## src/rtl/fht_but_pipe.sv

```systemverilog
// Two-stage radix-2 Hartley butterfly: Y0/Y1 = X0 +/- (X1*cos + X2*sin), round-half-up, optional /2.
// Build option FHT_BUT_SAT_EN: clamp overflowing outputs instead of wrapping them.
module fht_but_rnd #(
  parameter int D_BIT = 17,
  parameter int W_BIT = 12,
  parameter int VW    = D_BIT + W_BIT + 2
) (
  input  logic signed [VW-1:0]    v,
  input  logic                    scale,
  output logic signed [D_BIT-1:0] y,
  output logic                    ovf
);
  localparam logic signed [VW-1:0] HALF_LO = VW'(1) <<< (W_BIT-3);
  localparam logic signed [VW-1:0] HALF_HI = VW'(1) <<< (W_BIT-2);
  localparam logic signed [VW-1:0] YMAX    = (VW'(1) <<< (D_BIT-1)) - VW'(1);
  localparam logic signed [VW-1:0] YMIN    = ~YMAX;

  logic signed [VW-1:0] r_lo, r_hi, r;
  logic                 hi, lo;

  assign r_lo = (v + HALF_LO) >>> (W_BIT-2);
  assign r_hi = (v + HALF_HI) >>> (W_BIT-1);
  assign r    = scale ? r_hi : r_lo;
  assign hi   = r > YMAX;
  assign lo   = r < YMIN;
  assign ovf  = hi | lo;

`ifdef FHT_BUT_SAT_EN
  assign y = hi ? YMAX[D_BIT-1:0] : lo ? YMIN[D_BIT-1:0] : r[D_BIT-1:0];
`else
  assign y = r[D_BIT-1:0];
`endif
endmodule

module fht_but_pipe #(
  parameter int D_BIT = 17,
  parameter int W_BIT = 12
) (
  input  logic                    iCLK,
  input  logic                    iRESET,
  input  logic                    iCE,
  input  logic                    iVALID,
  input  logic                    iSEL,
  input  logic                    iSCALE,
  input  logic signed [D_BIT-1:0] iX_0,
  input  logic signed [D_BIT-1:0] iX_1,
  input  logic signed [D_BIT-1:0] iX_2,
  input  logic signed [W_BIT-1:0] iSIN,
  input  logic signed [W_BIT-1:0] iCOS,
  input  logic                    iCLR_OVF,
  output logic signed [D_BIT-1:0] oY_0,
  output logic signed [D_BIT-1:0] oY_1,
  output logic                    oVALID,
  output logic                    oOVF
);
  localparam int PW     = D_BIT + W_BIT + 1;
  localparam int VW     = D_BIT + W_BIT + 2;
  localparam int STAGES = 2;

  logic signed [PW-1:0]       x1e, x2e, cse, sne, p_nxt, p_r;
  logic signed [D_BIT-1:0]    x0_r;
  logic                       scale_r;
  logic [STAGES-1:0]          vld_pipe;
  logic signed [VW-1:0]       e, pe;
  logic [1:0][VW-1:0]         v2;
  logic [1:0][D_BIT-1:0]      y2;
  logic [1:0]                 ovf2;

  assign x1e = {{(PW-D_BIT){iX_1[D_BIT-1]}}, iX_1};
  assign x2e = {{(PW-D_BIT){iX_2[D_BIT-1]}}, iX_2};
  assign cse = {{(PW-W_BIT){iCOS[W_BIT-1]}}, iCOS};
  assign sne = {{(PW-W_BIT){iSIN[W_BIT-1]}}, iSIN};

  // Bypass scales X1 to the same fixed-point weight as a twiddle product.
  assign p_nxt = iSEL ? (x1e <<< (W_BIT-2)) : (x1e * cse + x2e * sne);

  assign e  = {{(VW-D_BIT){x0_r[D_BIT-1]}}, x0_r} <<< (W_BIT-2);
  assign pe = {p_r[PW-1], p_r};
  assign v2[0] = e + pe;
  assign v2[1] = e - pe;

  for (genvar i = 0; i < 2; i++) begin : g_out
    fht_but_rnd #(.D_BIT(D_BIT), .W_BIT(W_BIT), .VW(VW)) u_rnd (
      .v     ($signed(v2[i])),
      .scale (scale_r),
      .y     (y2[i]),
      .ovf   (ovf2[i])
    );
  end

  always_ff @(posedge iCLK or negedge iRESET) begin
    if (!iRESET) begin
      p_r      <= '0;
      x0_r     <= '0;
      scale_r  <= 1'b0;
      vld_pipe <= '0;
      oY_0     <= '0;
      oY_1     <= '0;
      oOVF     <= 1'b0;
    end else if (iCE) begin
      p_r      <= p_nxt;
      x0_r     <= iX_0;
      scale_r  <= iSCALE;
      vld_pipe <= {vld_pipe[0], iVALID};
      oY_0     <= y2[0];
      oY_1     <= y2[1];
      // Set beats clear when both land in the same cycle.
      if (vld_pipe[0] && |ovf2) oOVF <= 1'b1;
      else if (iCLR_OVF)        oOVF <= 1'b0;
    end
  end

  assign oVALID = vld_pipe[STAGES-1];
endmodule

```

## config.mk

```make
export PLATFORM = sky130hd
export DESIGN_NAME = fht_but_pipe
export DESIGN_NICKNAME = d
export VERILOG_FILES = /design/src/rtl/fht_but_pipe.sv
export SDC_FILE = /design/constraint.sdc
export NUM_CORES = 1
export LEC_CHECK = 0
export CORE_MARGIN = 8
export CORE_UTILIZATION = 65
export DETAILED_ROUTE_END_ITERATION = 8
export GPL_TIMING_DRIVEN = 0
export PLACE_DENSITY = 0.83
export SYNTH_ARGS = -nofsm -noshare
export SYNTH_HDL_FRONTEND = slang
export SYNTH_HIERARCHICAL = 1
export SYNTH_SLANG_ARGS = --single-unit
```

## constraint.sdc

```tcl
create_clock -name iCLK -period 8.4 [get_ports iCLK]
set_input_delay 1.68 -clock iCLK [delete_from_list [all_inputs] [get_ports iCLK]]
set_output_delay 1.68 -clock iCLK [all_outputs]
set_load 0.005 [all_outputs]
```

==> results.cfg, run 1 <==
[cts]
clkLatencyLatePin_ns = 0.35
cts_made_buffers = 9
clkSlewWorstSetupHoldPaths_ns = 0.06
clock-sinks = 85
htree_num_levels = 3
cts_tree = done
ctsHoldBuffers = 0
cts-root-to-sink-buffers = 2
clock_tree.root_cell = clkbuf_16

[flow_run]
cap_viol_max_count = 0

[route]
vias_per_cell = 5.83
drcViolationCount = 0
detailroute.via_count = 18400
wire_per_inst_um = 20.2
drt_iter0_drc = 1441
drt_pass1_iterations = 5
final_antenna_net_count = 0
drt_wl_total_um = 63700

[timing]
timing.fmax_mhz = 121
slew_limit_fails = 0
finalHoldViolations = 0
tightest_slew_ns = 1.31
post-route-min-period_ns = 8.25
relSlewSlack = 0.114
min_period_over_period = 0.982
finalClockSkew_ns = 0.00731
min_hold_slack_ns = 0.505
number_of_endpoints_failing_setup_at_the_final_stage = 0

[layout]
multiInputGateArea_sq_um = 18200
n_fill_cell = 2533
drive_gt1_frac = 0.0996
layout.cells.non_filler = 3148
area.sequential_sq_um = 2130
final_cell_mix = inv_1 (527), fa_1 (428), nand2_1 (268), and2_1 (181), ha_1 (129)
area.growth.synth_to_final_pct = 11.8
layout_commonest_cell = inv_1
design.final.nets = 3346

[floorplanning]
floorplan.rows = 68
dieWidth_um = 203
vertical_die_dimension_um = 203
floorplan.initialDensity = 0.657
fp.coreArea_sq_um = 34500
die_area_sq_um = 41000
io_pins = 118

[setup_path]
reg2reg_depth = 16
critical_path.startpoint_type = input port
cp_max_fo = 10
worstPathArrival_ns = 8.44
worst-endpoint-required_ns = 8.60
setup.reg_to_reg.worst_slack_ns = 2.39
crit-reg2reg-launch = x0_r[0]
worst_setup_path_startpoint = iSIN[4]
worst_setup_path_end_kind = register
r2r_end = oOVF
timing.setup.critical_path_class = in -> reg

[placement]
place_hpwl_um = 53500
placed_instances = 3115
port_buffers = 110
gpl.final_weighted_congestion = 0.968

[run_status]
run_status = finished, final reports clean

[global_route]
global_route.overflow_total = 0
track_usage = 0.315
initial_antenna_violation_count = 3
first_global_vias = 19600
grt_first_pass_wirelength_um = 103000
grt_start_max_net_pins = 74

[logic_synthesis]
netlist_area_sq_um = 22600
avgSynthCellArea_sq_um = 8.88
synth.yosys.warnings = 6
mappedNetlistNets = 3208
synth_cells = 2549

[min_path]
timing.hold.worst_path_depth = 1
timing.hold.worst_endpoint = oY_0[8]
worst_hold_startpoint = oY_0[8]
min-delay-path-class = reg -> reg
## worst max-delay path: stages
cell and delay (ns):
clkbuf_2 0.25, clkbuf_2 0.38, nand2_1 0.13, fa_1 0.51, inv_1 0.05, fa_1 0.49, inv_1 0.05, fa_1 0.48
inv_1 0.06, fa_1 0.55, fa_1 0.44, fa_1 0.54, inv_1 0.05, fa_1 0.56, inv_1 0.09, ha_4 0.27
a21o_1 0.19, a21oi_2 0.19, o32ai_4 0.15, a2111o_1 0.42, a2111o_1 0.43, a41oi_2 0.16, xor2_1 0.20, o221ai_1 0.12
## how the worst max path moves through the flow
stage               to  slack, ns  cells after the start
2_1_floorplan  p_r[28]       0.12                     24
3_3_place_gp   p_r[28]      -1.11                     22
3_5_place_dp   p_r[28]      -1.22                     22
4_1_cts        p_r[27]       0.03                     23
5_1_grt        p_r[26]      -0.04                     24
6_report       p_r[28]       0.15                     24
## per-layer routing
metal	vias up	part of all wire	global-route usage
li1	8133	-	-
met1	9281	0.41	0.430
met2	802	0.47	0.501
met3	136	0.091	0.0733
met4	0	0.029	0.0896
met5	-	0	0
## state kept, by name, indices dropped and copies added (netlist names)
signal    flops
oOVF          1
oY_0         17
oY_1         17
p_r          30
scale_r       1
vld_pipe      2
x0_r         17
## through the flow
step / setup slack (ns) / cell area [sq um] / setup TNS [ns] / util
after global routing: -0.0390 / 25300 / -0.0544 / 0.735
after floorplan: 0.119 / 22600 / 0 / -
after detailed placement: -1.22 / 24300 / -13.66 / 0.706
final: 0.150 / 25300 / 0 / 0.735
after global placement: -1.11 / 24300 / -10.90 / 0.705
after CTS: 0.0282 / 25100 / 0 / 0.729
## final cells by class
class | instances | share of cell area
Antenna cell | 2 | 0.000198
Buffer | 133 | 0.0346
Clock buffer | 9 | 0.00890
Clock inverter | 6 | 0.00351
Inverter | 532 | 0.0792
Multi-Input combinational cell | 1799 | 0.720
Sequential cell | 85 | 0.0840
Tap cell | 455 | 0.0225
Timing Repair Buffer | 127 | 0.0470
## repair_timing
action | CTS | global route
gates resized for setup | 191 | 99
gates cloned | 0 | 0
pin swaps | 11 | 27
buffers inserted | 7 | 9
endpoints found under the setup margin | 17 | 11
Power of run 1 is left out: the tool's default activity adds up to more than one toggle a clock period on the data nets, which glitch-free logic cannot reach.
==> inputs of run 2 (changes only) <==
--- a/config.mk
+++ b/config.mk
@@ -6,10 +6,10 @@
 export NUM_CORES = 1
 export LEC_CHECK = 0
 export CORE_MARGIN = 8
-export CORE_UTILIZATION = 65
+export CORE_UTILIZATION = 58
 export DETAILED_ROUTE_END_ITERATION = 8
 export GPL_TIMING_DRIVEN = 0
-export PLACE_DENSITY = 0.83
+export PLACE_DENSITY = 0.75
 export SYNTH_ARGS = -nofsm -noshare
 export SYNTH_HDL_FRONTEND = slang
 export SYNTH_HIERARCHICAL = 1
==> run 2 against run 1 <==
  * Register-to-register slack better by 0.16 ns
  * Critical path depth is 2 lower
  * Largest cell class unchanged
  * Non-clock buffer count fell by 2
  * Hold slack worse by 0.0027 ns
  * Final cell count grew 1.9%
  * First-iteration DRC count down 22%
  * Via count down 1.5%
  * Utilization decreased by 7.8 points
  * Sequential share of layout area about the same
  * Setup slack improved by 0.0089 ns
  * Maximum frequency up 0.11%
  * Routed wire length shrank 1.9%
==> results.cfg, run 2 (synthesis gave the netlist of run 1 again) <==
[run_status]
run_status = finished, final reports clean

[route]
detailroute.via_count = 18100
drt_pass1_iterations = 5
final_antenna_net_count = 0
drt_iter0_drc = 1119
wire_per_inst_um = 19.5
vias_per_cell = 5.63
drt_wl_total_um = 62500
drcViolationCount = 0

[cts]
htree_num_levels = 3
clock_tree.root_cell = clkbuf_16
clkSlewWorstSetupHoldPaths_ns = 0.06
cts_made_buffers = 9
cts-root-to-sink-buffers = 2
cts_tree = done
clock-sinks = 85
ctsHoldBuffers = 0
clkLatencyLatePin_ns = 0.35

[global_route]
global_route.overflow_total = 0
initial_antenna_violation_count = 4
first_global_vias = 19200
met2_usage = 0.460
gr_busiest_metal = met2
grt_use_met1 = 0.411
m3_gr_usage = 0.0414
grt_first_pass_wirelength_um = 102000
grt_start_max_net_pins = 53
track_usage = 0.288

[timing]
finalClockSkew_ns = 0.00852
tightest_slew_ns = 1.07
min_period_over_period = 0.981
slew_limit_fails = 0
finalHoldViolations = 0
timing.fmax_mhz = 121
number_of_endpoints_failing_setup_at_the_final_stage = 0
relSlewSlack = 0.284
post-route-min-period_ns = 8.24

[layout]
n_fill_cell = 3301
layout_commonest_cell = inv_1
drive_gt1_frac = 0.0974
design.final.nets = 3344
final_cell_mix = inv_1 (528), fa_1 (429), nand2_1 (268), and2_1 (182), ha_1 (132)
largest_reg_flops = 30
stdcell_area_sq_um = 25300
largest-register = p_r
area.growth.synth_to_final_pct = 11.8

[setup_path]
worst_setup_path_startpoint = iX_2[12]
worstPathArrival_ns = 8.52
cp_max_fo = 10
critical_path.startpoint_type = input port
worst_setup_path_end_kind = register
reg2reg_depth = 16
timing.setup.critical_path_class = in -> reg
crit-reg2reg-launch = x0_r[0]
worst-endpoint-required_ns = 8.68

[min_path]
timing.hold.worst_path_depth = 1
min-delay-path-class = reg -> reg
worst_hold_startpoint = oY_1[6]

[floorplanning]
fp.coreArea_sq_um = 38600
vertical_die_dimension_um = 214
dieWidth_um = 214
floorplan.initialDensity = 0.587
floorplan.rows = 72
io_pins = 118
die_area_sq_um = 45600

[placement]
gpl.final_weighted_congestion = 0.967
place_hpwl_um = 53700
placed_cell_area_sq_um = 24400
port_buffers = 110

[flow_run]
cap_viol_max_count = 0
-- run 2: final timing paths --
kind,to,slack (ns)
worst min register to register,oY_1[6],0.50
min in group asynchronous,oY_1[5],1.29
max in group asynchronous,p_r[29],6.46
worst max register to register,oOVF,2.55
worst min-delay path,oY_1[6],0.50
worst max-delay path,p_r[26],0.16
-- run 2: timing repair --
item / 4_1_cts / 5_1_grt
resized for setup: 185 / 122
pin swaps: 10 / 30
setup endpoints to repair: 17 / 9
setup buffers: 7 / 7
-- run 2: area by class of cell --
class | instances | area (sq um) | area share
tap | 518 | 648 | 0.0256
sequential | 85 | 2130 | 0.0840
clock buffer | 11 | 253 | 0.00998
multi-input combinational | 1799 | 18200 | 0.718
timing repair buffer | 125 | 1170 | 0.0464
inverter | 532 | 2010 | 0.0793
antenna | 2 | 5.00 | 0.000198
clock inverter | 4 | 47.5 | 0.00188
buffer | 133 | 876 | 0.0346
-- run 2: per-stage QoR --
step | util | hold WS [ns] | cells | worst slack [ns] | setup TNS (ns)
after floorplan | - | 0.460 | 2549 | 0.119 | 0
final | 0.657 | 0.502 | 3209 | 0.159 | 0
after global routing | 0.657 | 0.524 | 3209 | -0.0635 | -0.0635
after global placement | 0.632 | 0.471 | 3177 | -1.16 | -11.62
after CTS | 0.652 | 0.509 | 3200 | -0.0115 | -0.0115
after detailed placement | 0.633 | 0.495 | 3178 | -1.32 | -13.83
-- run 2: worst max-delay path: stages --
cell             delay (ns)
clkdlybuf4s50_1        0.51
buf_6                  0.15
nand2_1                0.08
fa_1                   0.54
inv_1                  0.05
fa_1                   0.47
fa_1                   0.53
fa_1                   0.57
fa_1                   0.45
fa_1                   0.57
inv_1                  0.06
fa_1                   0.59
inv_1                  0.06
ha_2                   0.32
a21oi_2                0.17
o21a_1                 0.18
o2bb2ai_1              0.11
a2111o_1               0.43
a2111o_1               0.44
and3_1                 0.19
o31a_1                 0.24
a21oi_2                0.13
-- run 2: per-layer routing --
layer	part of all wire	vias up
met5	0.00014	-
li1	-	8163
met4	0.025	2
met2	0.47	625
met3	0.074	99
met1	0.43	9180
Power of run 2 is left out for the same reason.
==> inputs of run 3 (changes only) <==
==> constraint.sdc (replaced) <==
create_clock -name iCLK -period 8.6 [get_ports iCLK]
set_input_delay 1.72 -clock iCLK [delete_from_list [all_inputs] [get_ports iCLK]]
set_output_delay 1.72 -clock iCLK [all_outputs]
set_load 0.005 [all_outputs]
==> run 3 against run 2 <==
  * Routed wire length decreased by 0.66%
  * Count of clock-buffer cells in the layout unchanged
  * Setup slack about the same
  * Largest cell class unchanged
==> results.cfg, run 3 (synthesis gave the netlist of run 1 again) <==
[setup_path]
critical_path.startpoint_type = input port
setup.reg_to_reg.worst_slack_ns = 2.74
worst-endpoint-required_ns = 8.79
r2r_end = oOVF
crit-reg2reg-launch = x0_r[0]
reg2reg_depth = 16
cp_max_fo = 10
worst_setup_path_startpoint = iX_1[5]
worst_setup_path_end_kind = register
timing.setup.critical_path_class = in -> reg
worstPathArrival_ns = 8.63

[global_route]
initial_antenna_violation_count = 3
m3_gr_usage = 0.0374
met2_usage = 0.456
grt_use_met1 = 0.411
gr_busiest_metal = met2
grt_first_pass_wirelength_um = 102000
track_usage = 0.286
grt_start_max_net_pins = 53
global_route.overflow_total = 0
first_global_vias = 19100

[timing]
post-route-min-period_ns = 8.44
slew_limit_fails = 0
layout_setup_ws_ns = 0.159
finalHoldViolations = 0
finalSetupTns_ns = 0
tightest_slew_ns = 1.06
min_period_over_period = 0.982
number_of_endpoints_failing_setup_at_the_final_stage = 0
relSlewSlack = 0.285
finalClockSkew_ns = 0.00818
timing.fmax_mhz = 118

[placement]
gpl.final_weighted_congestion = 0.967
place_hpwl_um = 53700
placed_instances = 3178
port_buffers = 110
pre_cts_ws_ns = -1.16

[route]
drt_iter0_drc = 1278
detailroute.via_count = 18000
drcViolationCount = 0
vias_per_cell = 5.64
wire_per_inst_um = 19.4
drt_wl_total_um = 62100
drt_pass1_iterations = 5
final_antenna_net_count = 0

[floorplanning]
vertical_die_dimension_um = 214
io_pins = 118
fp.coreArea_sq_um = 38600
floorplan.initialDensity = 0.587
dieWidth_um = 214
floorplan.rows = 72
die_area_sq_um = 45600

[min_path]
timing.hold.worst_path_depth = 1
min-delay-path-class = reg -> reg
timing.hold.worst_endpoint = oY_1[6]
worst_hold_startpoint = oY_1[6]

[layout]
largest_reg_flops = 30
final_cell_mix = inv_1 (528), fa_1 (428), nand2_1 (270), and2_1 (182), ha_1 (135)
layout_commonest_cell = inv_1
largest-register = p_r
layout.cells.non_filler = 3199
drive_gt1_frac = 0.0904
area.growth.synth_to_final_pct = 10.8
design.final.nets = 3333
n_fill_cell = 3344

[cts]
clock_tree.root_cell = clkbuf_16
cts_made_buffers = 9
cts-root-to-sink-buffers = 2
clkSlewWorstSetupHoldPaths_ns = 0.06
htree_num_levels = 3
ctsHoldBuffers = 0
cts_tree = done
clkLatencyLatePin_ns = 0.35
clock-sinks = 85

[flow_run]
cap_viol_max_count = 0

[run_status]
run_status = finished, final reports clean
run 3: layout make-up:
| class | instances | area (sq um) | area share |
|---|---|---|---|
| diodes | 3 | 7.51 | 0.000299 |
| plain buffers | 133 | 811 | 0.0323 |
| clock buffers | 11 | 253 | 0.0101 |
| clock inverters | 4 | 47.5 | 0.00190 |
| inverters | 532 | 2010 | 0.0800 |
| multi-input cells | 1799 | 18100 | 0.721 |
| flip-flops and latches | 85 | 2130 | 0.0848 |
| well taps | 518 | 648 | 0.0258 |
| repair buffers | 114 | 1090 | 0.0434 |
run 3: metal layers:
layer  wire [um]  up-vias
met3        4760       94
met1       26600     9153
li1            -     8143
met5           0        -
met4        1440        0
met2       29300      649
run 3: how the worst max path moves through the flow:
stage | slack, ns | cells past startpoint | end
4_1_cts | 0.02 | 22 | p_r[28]
2_1_floorplan | 0.28 | 24 | p_r[28]
3_5_place_dp | -1.16 | 22 | p_r[28]
5_1_grt | -0.01 | 22 | p_r[28]
3_3_place_gp | -1.0 | 22 | p_r[28]
6_report | 0.16 | 23 | p_r[28]
run 3: worst max-delay path: stages:
cell and delay [ns]:
clkdlybuf4s15_1 0.35, clkbuf_4 0.30, and2_1 0.19, fa_1 0.50, fa_1 0.51, inv_1 0.05
fa_1 0.52, fa_1 0.53, inv_1 0.05, fa_1 0.46, fa_1 0.54, inv_1 0.05
fa_1 0.58, inv_1 0.06, ha_2 0.33, a21oi_2 0.17, o21ai_2 0.11, o2bb2ai_1 0.16
a2111o_1 0.43, a2111o_1 0.49, a41oi_2 0.21, xor2_1 0.19, o221ai_1 0.12
run 3: stage by stage:
| step | hold slack (ns) | utilization | area (sq um) |
|---|---|---|---|
| floorplan | 0.460 | - | 22600 |
| global placement | 0.471 | 0.632 | 24400 |
| detailed placement | 0.495 | 0.633 | 24400 |
| CTS | 0.509 | 0.645 | 24900 |
| global route | 0.524 | 0.650 | 25100 |
| finish | 0.502 | 0.650 | 25100 |
run 3: repair_timing:
action,in CTS,in global routing
cloned,0,1
pin swaps,2,15
endpoints found under the setup margin,15,7
setup buffers,1,1
resized for setup,117,181
Power of run 3 is left out for the same reason.
